**config.mk**
```make
export PLATFORM = sky130hd
export DESIGN_NAME = dm_stage_pipe_flat
export DESIGN_NICKNAME = d
export VERILOG_FILES = /design/src/rtl/dm_stage_pipe_if.sv /design/src/rtl/dm_stage_pipe.sv /design/src/flat_wrapper.sv
export SDC_FILE = /design/constraint.sdc
export NUM_CORES = 2
export LEC_CHECK = 0
export BUFFER_PORTS_ARGS = -buffer_cell sky130_fd_sc_hd__buf_2
export CELL_PAD_IN_SITES_DETAIL_PLACEMENT = 2
export CELL_PAD_IN_SITES_GLOBAL_PLACEMENT = 2
export CORE_ASPECT_RATIO = 0.75
export CORE_UTILIZATION = 28
export CTS_CLUSTER_DIAMETER = 120
export DETAILED_ROUTE_END_ITERATION = 6
export PLACE_DENSITY_LB_ADDON = 0.1
export SLEW_MARGIN = 0
export SYNTH_ARGS = -nofsm -noshare
export SYNTH_HDL_FRONTEND = slang
export SYNTH_SLANG_ARGS = --single-unit
```
**constraint.sdc**
```tcl
create_clock -name clk -period 3.3 [get_ports clk]
set_input_delay 0.165 -clock clk [delete_from_list [all_inputs] [get_ports clk]]
set_output_delay 0.165 -clock clk [all_outputs]
set_load 0.02 [all_outputs]
```
**src/rtl/dm_stage_pipe_if.sv**
```systemverilog
// Handshake and data bundle between the execute stage, the data-memory stage
// and writeback. The master side drives operations; the slave side is the stage itself.
interface dm_stage_pipe_if #(
    parameter int DATA_W = 8,
    parameter int ADDR_W = 8,
    parameter int OPC_W  = 4,
    parameter int REG_W  = 3,
    parameter int CNT_W  = 16
);
    logic              in_valid;
    logic              in_ready;
    logic [OPC_W-1:0]  opcode;
    logic [ADDR_W-1:0] address_input;
    logic [DATA_W-1:0] alu_input;
    logic [DATA_W-1:0] pipe_stg_input;
    logic [REG_W-1:0]  rd_in;
    logic              flush;
    logic              out_valid;
    logic              out_ready;
    logic [DATA_W-1:0] mux21_output;
    logic [REG_W-1:0]  wb_rd;
    logic              wb_is_load;
    logic              mem_fault;
    logic [CNT_W-1:0]  load_count;
    logic [CNT_W-1:0]  store_count;

    modport master (
        output in_valid, opcode, address_input, alu_input, pipe_stg_input, rd_in,
               flush, out_ready,
        input  in_ready, out_valid, mux21_output, wb_rd, wb_is_load, mem_fault,
               load_count, store_count
    );

    modport slave (
        input  in_valid, opcode, address_input, alu_input, pipe_stg_input, rd_in,
               flush, out_ready,
        output in_ready, out_valid, mux21_output, wb_rd, wb_is_load, mem_fault,
               load_count, store_count
    );
endinterface

```
**src/rtl/dm_stage_pipe.sv**
```systemverilog
// Data-memory pipeline stage: executes loads/stores against a local memory and
// registers the writeback value behind a valid/ready output register.
module dm_stage_pipe #(
    parameter int               DATA_W   = 8,
    parameter int               ADDR_W   = 8,
    parameter int               DEPTH    = 256,
    parameter int               OPC_W    = 4,
    parameter logic [OPC_W-1:0] OP_LOAD  = 4'b1101,
    parameter logic [OPC_W-1:0] OP_STORE = 4'b1110,
    parameter int               REG_W    = 3,
    parameter int               CNT_W    = 16
) (
    input logic            clk,
    input logic            rst_n,
    dm_stage_pipe_if.slave bus
);
    localparam int               IDX_W   = (DEPTH > 1) ? $clog2(DEPTH) : 1;
    localparam logic [CNT_W-1:0] CNT_MAX = '1;

    logic [DATA_W-1:0] mem [DEPTH];

    logic              accept;
    logic              in_range;
    logic              is_load;
    logic              is_store;
    logic              do_write;
    logic              do_load;
    logic [IDX_W-1:0]  idx;
    logic [DATA_W-1:0] rd_data;

    assign bus.in_ready = ~bus.out_valid | bus.out_ready;
    assign accept       = bus.in_valid & bus.in_ready & ~bus.flush;
    assign is_load      = (bus.opcode == OP_LOAD);
    assign is_store     = (bus.opcode == OP_STORE);
    assign in_range     = (32'(bus.address_input) < 32'(DEPTH));
    assign idx          = bus.address_input[IDX_W-1:0];
    // Out-of-range reads never touch the array; they resolve to zero.
    assign rd_data      = in_range ? mem[idx] : '0;
    assign do_write     = accept & is_store & in_range;
    assign do_load      = accept & is_load & in_range;

    // Memory is deliberately left out of reset so contents survive a pipeline reset.
    always_ff @(posedge clk) begin
        if (do_write) mem[idx] <= bus.alu_input;
    end

    always_ff @(posedge clk or negedge rst_n) begin
        if (!rst_n) begin
            bus.out_valid    <= 1'b0;
            bus.mux21_output <= '0;
            bus.wb_rd        <= '0;
            bus.wb_is_load   <= 1'b0;
            bus.mem_fault    <= 1'b0;
            bus.load_count   <= '0;
            bus.store_count  <= '0;
        end else begin
            if (bus.flush) begin
                bus.out_valid <= 1'b0;
            end else if (accept) begin
                bus.out_valid    <= 1'b1;
                bus.wb_rd        <= bus.rd_in;
                bus.wb_is_load   <= is_load;
                bus.mem_fault    <= (is_load | is_store) & ~in_range;
                bus.mux21_output <= is_load ? rd_data : bus.pipe_stg_input;
            end else if (bus.out_ready) begin
                bus.out_valid <= 1'b0;
            end

            if (do_load && bus.load_count != CNT_MAX)
                bus.load_count <= bus.load_count + 1'b1;
            if (do_write && bus.store_count != CNT_MAX)
                bus.store_count <= bus.store_count + 1'b1;
        end
    end
endmodule
```
**src/flat_wrapper.sv**
```systemverilog
// flat-port wrapper written by rule: the top's interface ports become plain ports
module dm_stage_pipe_flat 
#(
    parameter int               DATA_W   = 8,
    parameter int               ADDR_W   = 8,
    parameter int               DEPTH    = 256,
    parameter int               OPC_W    = 4,
    parameter logic [OPC_W-1:0] OP_LOAD  = 4'b1101,
    parameter logic [OPC_W-1:0] OP_STORE = 4'b1110,
    parameter int               REG_W    = 3,
    parameter int               CNT_W    = 16
)
  (clk, rst_n, bus_in_valid, bus_opcode, bus_address_input, bus_alu_input, bus_pipe_stg_input, bus_rd_in, bus_flush, bus_out_ready, bus_in_ready, bus_out_valid, bus_mux21_output, bus_wb_rd, bus_wb_is_load, bus_mem_fault, bus_load_count, bus_store_count);
  dm_stage_pipe_if #(.DATA_W(DATA_W), .ADDR_W(ADDR_W), .OPC_W(OPC_W), .REG_W(REG_W), .CNT_W(CNT_W)) bus_i ();
  input logic clk;
  input logic rst_n;
  input wire logic [$bits(bus_i.in_valid)-1:0] bus_in_valid;
  input wire logic [$bits(bus_i.opcode)-1:0] bus_opcode;
  input wire logic [$bits(bus_i.address_input)-1:0] bus_address_input;
  input wire logic [$bits(bus_i.alu_input)-1:0] bus_alu_input;
  input wire logic [$bits(bus_i.pipe_stg_input)-1:0] bus_pipe_stg_input;
  input wire logic [$bits(bus_i.rd_in)-1:0] bus_rd_in;
  input wire logic [$bits(bus_i.flush)-1:0] bus_flush;
  input wire logic [$bits(bus_i.out_ready)-1:0] bus_out_ready;
  output wire logic [$bits(bus_i.in_ready)-1:0] bus_in_ready;
  output wire logic [$bits(bus_i.out_valid)-1:0] bus_out_valid;
  output wire logic [$bits(bus_i.mux21_output)-1:0] bus_mux21_output;
  output wire logic [$bits(bus_i.wb_rd)-1:0] bus_wb_rd;
  output wire logic [$bits(bus_i.wb_is_load)-1:0] bus_wb_is_load;
  output wire logic [$bits(bus_i.mem_fault)-1:0] bus_mem_fault;
  output wire logic [$bits(bus_i.load_count)-1:0] bus_load_count;
  output wire logic [$bits(bus_i.store_count)-1:0] bus_store_count;
  assign bus_i.in_valid = bus_in_valid;
  assign bus_i.opcode = bus_opcode;
  assign bus_i.address_input = bus_address_input;
  assign bus_i.alu_input = bus_alu_input;
  assign bus_i.pipe_stg_input = bus_pipe_stg_input;
  assign bus_i.rd_in = bus_rd_in;
  assign bus_i.flush = bus_flush;
  assign bus_i.out_ready = bus_out_ready;
  assign bus_in_ready = bus_i.in_ready;
  assign bus_out_valid = bus_i.out_valid;
  assign bus_mux21_output = bus_i.mux21_output;
  assign bus_wb_rd = bus_i.wb_rd;
  assign bus_wb_is_load = bus_i.wb_is_load;
  assign bus_mem_fault = bus_i.mem_fault;
  assign bus_load_count = bus_i.load_count;
  assign bus_store_count = bus_i.store_count;
  dm_stage_pipe #(.DATA_W(DATA_W), .ADDR_W(ADDR_W), .DEPTH(DEPTH), .OPC_W(OPC_W), .OP_LOAD(OP_LOAD), .OP_STORE(OP_STORE), .REG_W(REG_W), .CNT_W(CNT_W)) u_core (.clk(clk), .rst_n(rst_n), .bus(bus_i));
endmodule
```
==> impl_metrics.ini <==
[timing]
rsz0062_at_grt = false
holdWs_ns = 0.0476
tightest_slew_ns = 1.13
timing.setup.tns_ns = 0
finalMaxSlewViolations = 0
setup_viol = 0
max_slew_margin = 0.249
min_period_ns = 3.08
hold_viol_final = 0
clock_skew_ns = 0.0654
max_freq_ghz = 0.325
period_share = 0.934

[detailed_routing]
wl_um = 266000
ant_nets = 0
avgRoutedWirePerCell_um = 31.5
vias = 41400
viasPerCell = 4.92
dr.pass1.iters = 5
drtIter0Drc = 3706
drc = 0

[worst_setup_path]
path_max_fanout = 1
cp.arrival_ns = 3.83
timing.rr.start = u_core.mem[27][0]$_DFFE_PP_
r2r_cells = 8
cp-start-kind = flop
required_ns = 4.05
r2r_setup_slack_ns = 0.22
r2r_end = u_core.bus.mux21_output[0]$_DFFE_PN0P_
end_kind = flop
path_class = reg -> reg

[power]
pwr-share-comb = 0.056
switchingPower_mw = 12.8
clockPowerShare = 0.431
power_density_nw_per_um2 = 581
seq_power_share = 0.514
peakVddDrop_uv = 446
leakage_nw = 31.3
p_int_mw = 44.1
swShare = 0.225

[synthesis]
synth_cell_types = 47
yosysSeqAreaShare = 0.780
syn_nets = 3732
syn_avg_cell_area_um2 = 21.7
yosys_warnings = 0
synth.cell_area_um2 = 80300
syn_inst = 3694
ys_ff_latch = 2093

[run_status]
outcome = complete, no violations

[cts]
numCtsBuffers = 224
cts.sinks = 2093
clkLatencyLatePin_ns = 0.89
cts-root-buf = clkbuf_16
htreeDepth = 4
cts_max_path_buffers = 4
cts_setup_buffers = 0
tritoncts = done
cts_resized = 0
clk_pin_slew_ns = 0.07

[floorplan]
die_y_um = 466
rows = 169
dieWidth_um = 620
start_util = 0.283
core_um2 = 284000
io_pins = 83
dieArea_um2 = 289000

[run]
drv_cap = 0

[placement]
portBuffers = 81
post-dp-hpwl_um = 171000
gp_congestion = 0.790

[finish]
num-nets-final = 4509
area_growth_pct = 22.0
layout-drive-gt1-share = 0.346
fill_cells = 27600
utilization = 0.345

[grt]
overflow = 0
antenna_found_initial = 23
grt_pass1_vias = 44400
grt_start_max_net_pins = 121
grt_use_total = 0.183
grt_pass1_wl_um = 370000

[hold_path]
min_path_type = in -> async
## cells in the final DEF, fill, tap and decap left out, drive strengths merged, types with 9 or more instances in the layout
master       count
bufinv          16
clkbuf         279
nand2           38
xor2            11
clkinv         106
mux2             9
a21oi          115
mux4           521
nand3           38
o41ai           22
dlygate4sd3     26
buf            752
edfxtp        2048
nor2b           13
dfrtp           45
nor2           272
a22oi          226
xnor2           18
## cells in the mapped netlist, drive strengths merged
master	instances	area [µm²]
buf	113	567
dfrtp	45	1130
o21ai	2	10.0
nand3	38	190
a2111oi	2	17.5
or2	2	12.5
o22ai	1	6.26
or4	8	60.1
or3	2	12.5
nand3b	1	7.51
o31ai	2	15.0
and4	3	26.3
a31oi	1	6.26
nand4b	1	8.76
nor2	272	1020
a21oi	115	576
nor3b	2	15.0
xnor2	18	158
and4b	1	10.0
mux4	521	11700
nor4	2	12.5
mux2	9	101
a21o	1	7.51
nand2	38	143
mux2i	7	70.1
ha	2	25.0
o21a	2	15.0
xor2	11	96.3
nor2b	13	81.3
edfxtp	2048	61500
and3	6	37.5
o41ai	22	193
conb	1	3.75
and2	3	18.8
nand4	7	43.8
a41oi	7	61.3
a22oi	226	1700
a211oi	3	22.5
inv	3	11.3
nor3	6	30.0
nand2b	5	31.3
o211ai	1	7.51
a221o	7	70.1
clkbuf	114	428
## registers in the layout, summed over array words and instances, names as in the netlist
| register | flops |
|---|---|
| u_core.bus.out_valid | 1 |
| u_core.bus.mux21_output | 8 |
| u_core.bus.load_count | 16 |
| u_core.mem | 2048 |
| u_core.bus.wb_is_load | 1 |
| u_core.bus.wb_rd | 3 |
| u_core.bus.store_count | 16 |
## worst max-delay path by stage
stage,start,end,slack [ns]
5_1_grt,u_core.mem[99][6]$_DFFE_PP_,u_core.bus.mux21_output[6]$_DFFE_PN0P_,0.18
3_3_place_gp,bus_address_input[0],u_core.bus.mux21_output[4]$_DFFE_PN0P_,-0.30
2_1_floorplan,bus_address_input[0],u_core.mem[105][0]$_DFFE_PP_,0.42
6_report,u_core.mem[27][0]$_DFFE_PP_,u_core.bus.mux21_output[0]$_DFFE_PN0P_,0.22
3_5_place_dp,bus_address_input[0],u_core.bus.mux21_output[4]$_DFFE_PN0P_,-0.31
4_1_cts,u_core.mem[27][0]$_DFFE_PP_,u_core.bus.mux21_output[0]$_DFFE_PN0P_,0.29
## power groups by stage
| stage | Sequential [mW] | Combinational (mW) | Clock (mW) |
|---|---|---|---|
| 3_5_place_dp | 29.8 | 3.22 | 0 |
| 6_report | 29.3 | 3.16 | 24.5 |
| 5_1_grt | 29.2 | 3.36 | 26.2 |
| 4_1_cts | 29.3 | 3.26 | 25.3 |
| 3_3_place_gp | 29.8 | 3.19 | 0 |
| 2_1_floorplan | 29.9 | 1.28 | 0 |
## final cells by class
| class | instances | area (µm²) | share of cell area |
|---|---|---|---|
| clock inverter | 131 | 1030 | 0.0105 |
| antenna | 8 | 20.0 | 0.000204 |
| multi-input combinational | 1371 | 16700 | 0.171 |
| tap | 3762 | 4710 | 0.0481 |
| timing repair buffer | 778 | 6970 | 0.0711 |
| inverter | 3 | 11.3 | 0.000115 |
| sequential | 2093 | 62600 | 0.639 |
| clock buffer | 279 | 5850 | 0.0598 |
## what timing repair did
| action | CTS | global route |
|---|---|---|
| hold buffers | 26 | 0 |
| hold endpoints to repair | 745 | 0 |
| endpoints found under the setup margin | 0 | 0 |
## cell families (layout without fill, tap and decap cells)
logic type,Yosys count,count (layout),share of synthesized area
compound gates,392,392,0.0337
mux,537,537,0.148
buf+inv,230,1191,0.0125
fa+ha+maj,2,2,0.000312
xor+xnor,29,29,0.00316
flops,2093,2093,0.780
simple gates,410,410,0.0219
other cells,1,9,0.0000467
## through the flow
stage               power, mW  std cells  setup WS, ns  area, µm²
floorplan                31.1       3694         0.416      80300
global placement         33.0       7981        -0.303      90800
CTS                      57.8       8417         0.293      97900
detailed placement       33.0       7981        -0.312      90800
finish                   56.9       8425         0.219      98000
global route             58.8       8418         0.176      97900
## per-layer routing
| layer | share of wire | track usage |
|---|---|---|
| met3 | 0.052 | 0.0344 |
| met2 | 0.44 | 0.273 |
| met5 | 0.000079 | 0 |
| met4 | 0.022 | 0.0397 |
| met1 | 0.49 | 0.277 |
## critical path, stage by stage, from the launching register on
cell	delay, ns
edfxtp_1	0.36
mux4_2	0.48
a22oi_1	0.41
a21oi_1	0.12
buf_4	0.18
o41ai_1	0.74
buf_4	0.25
a41oi_1	0.12
a221o_1	0.27
No activity file was read; power rests on OpenSTA's default activity.
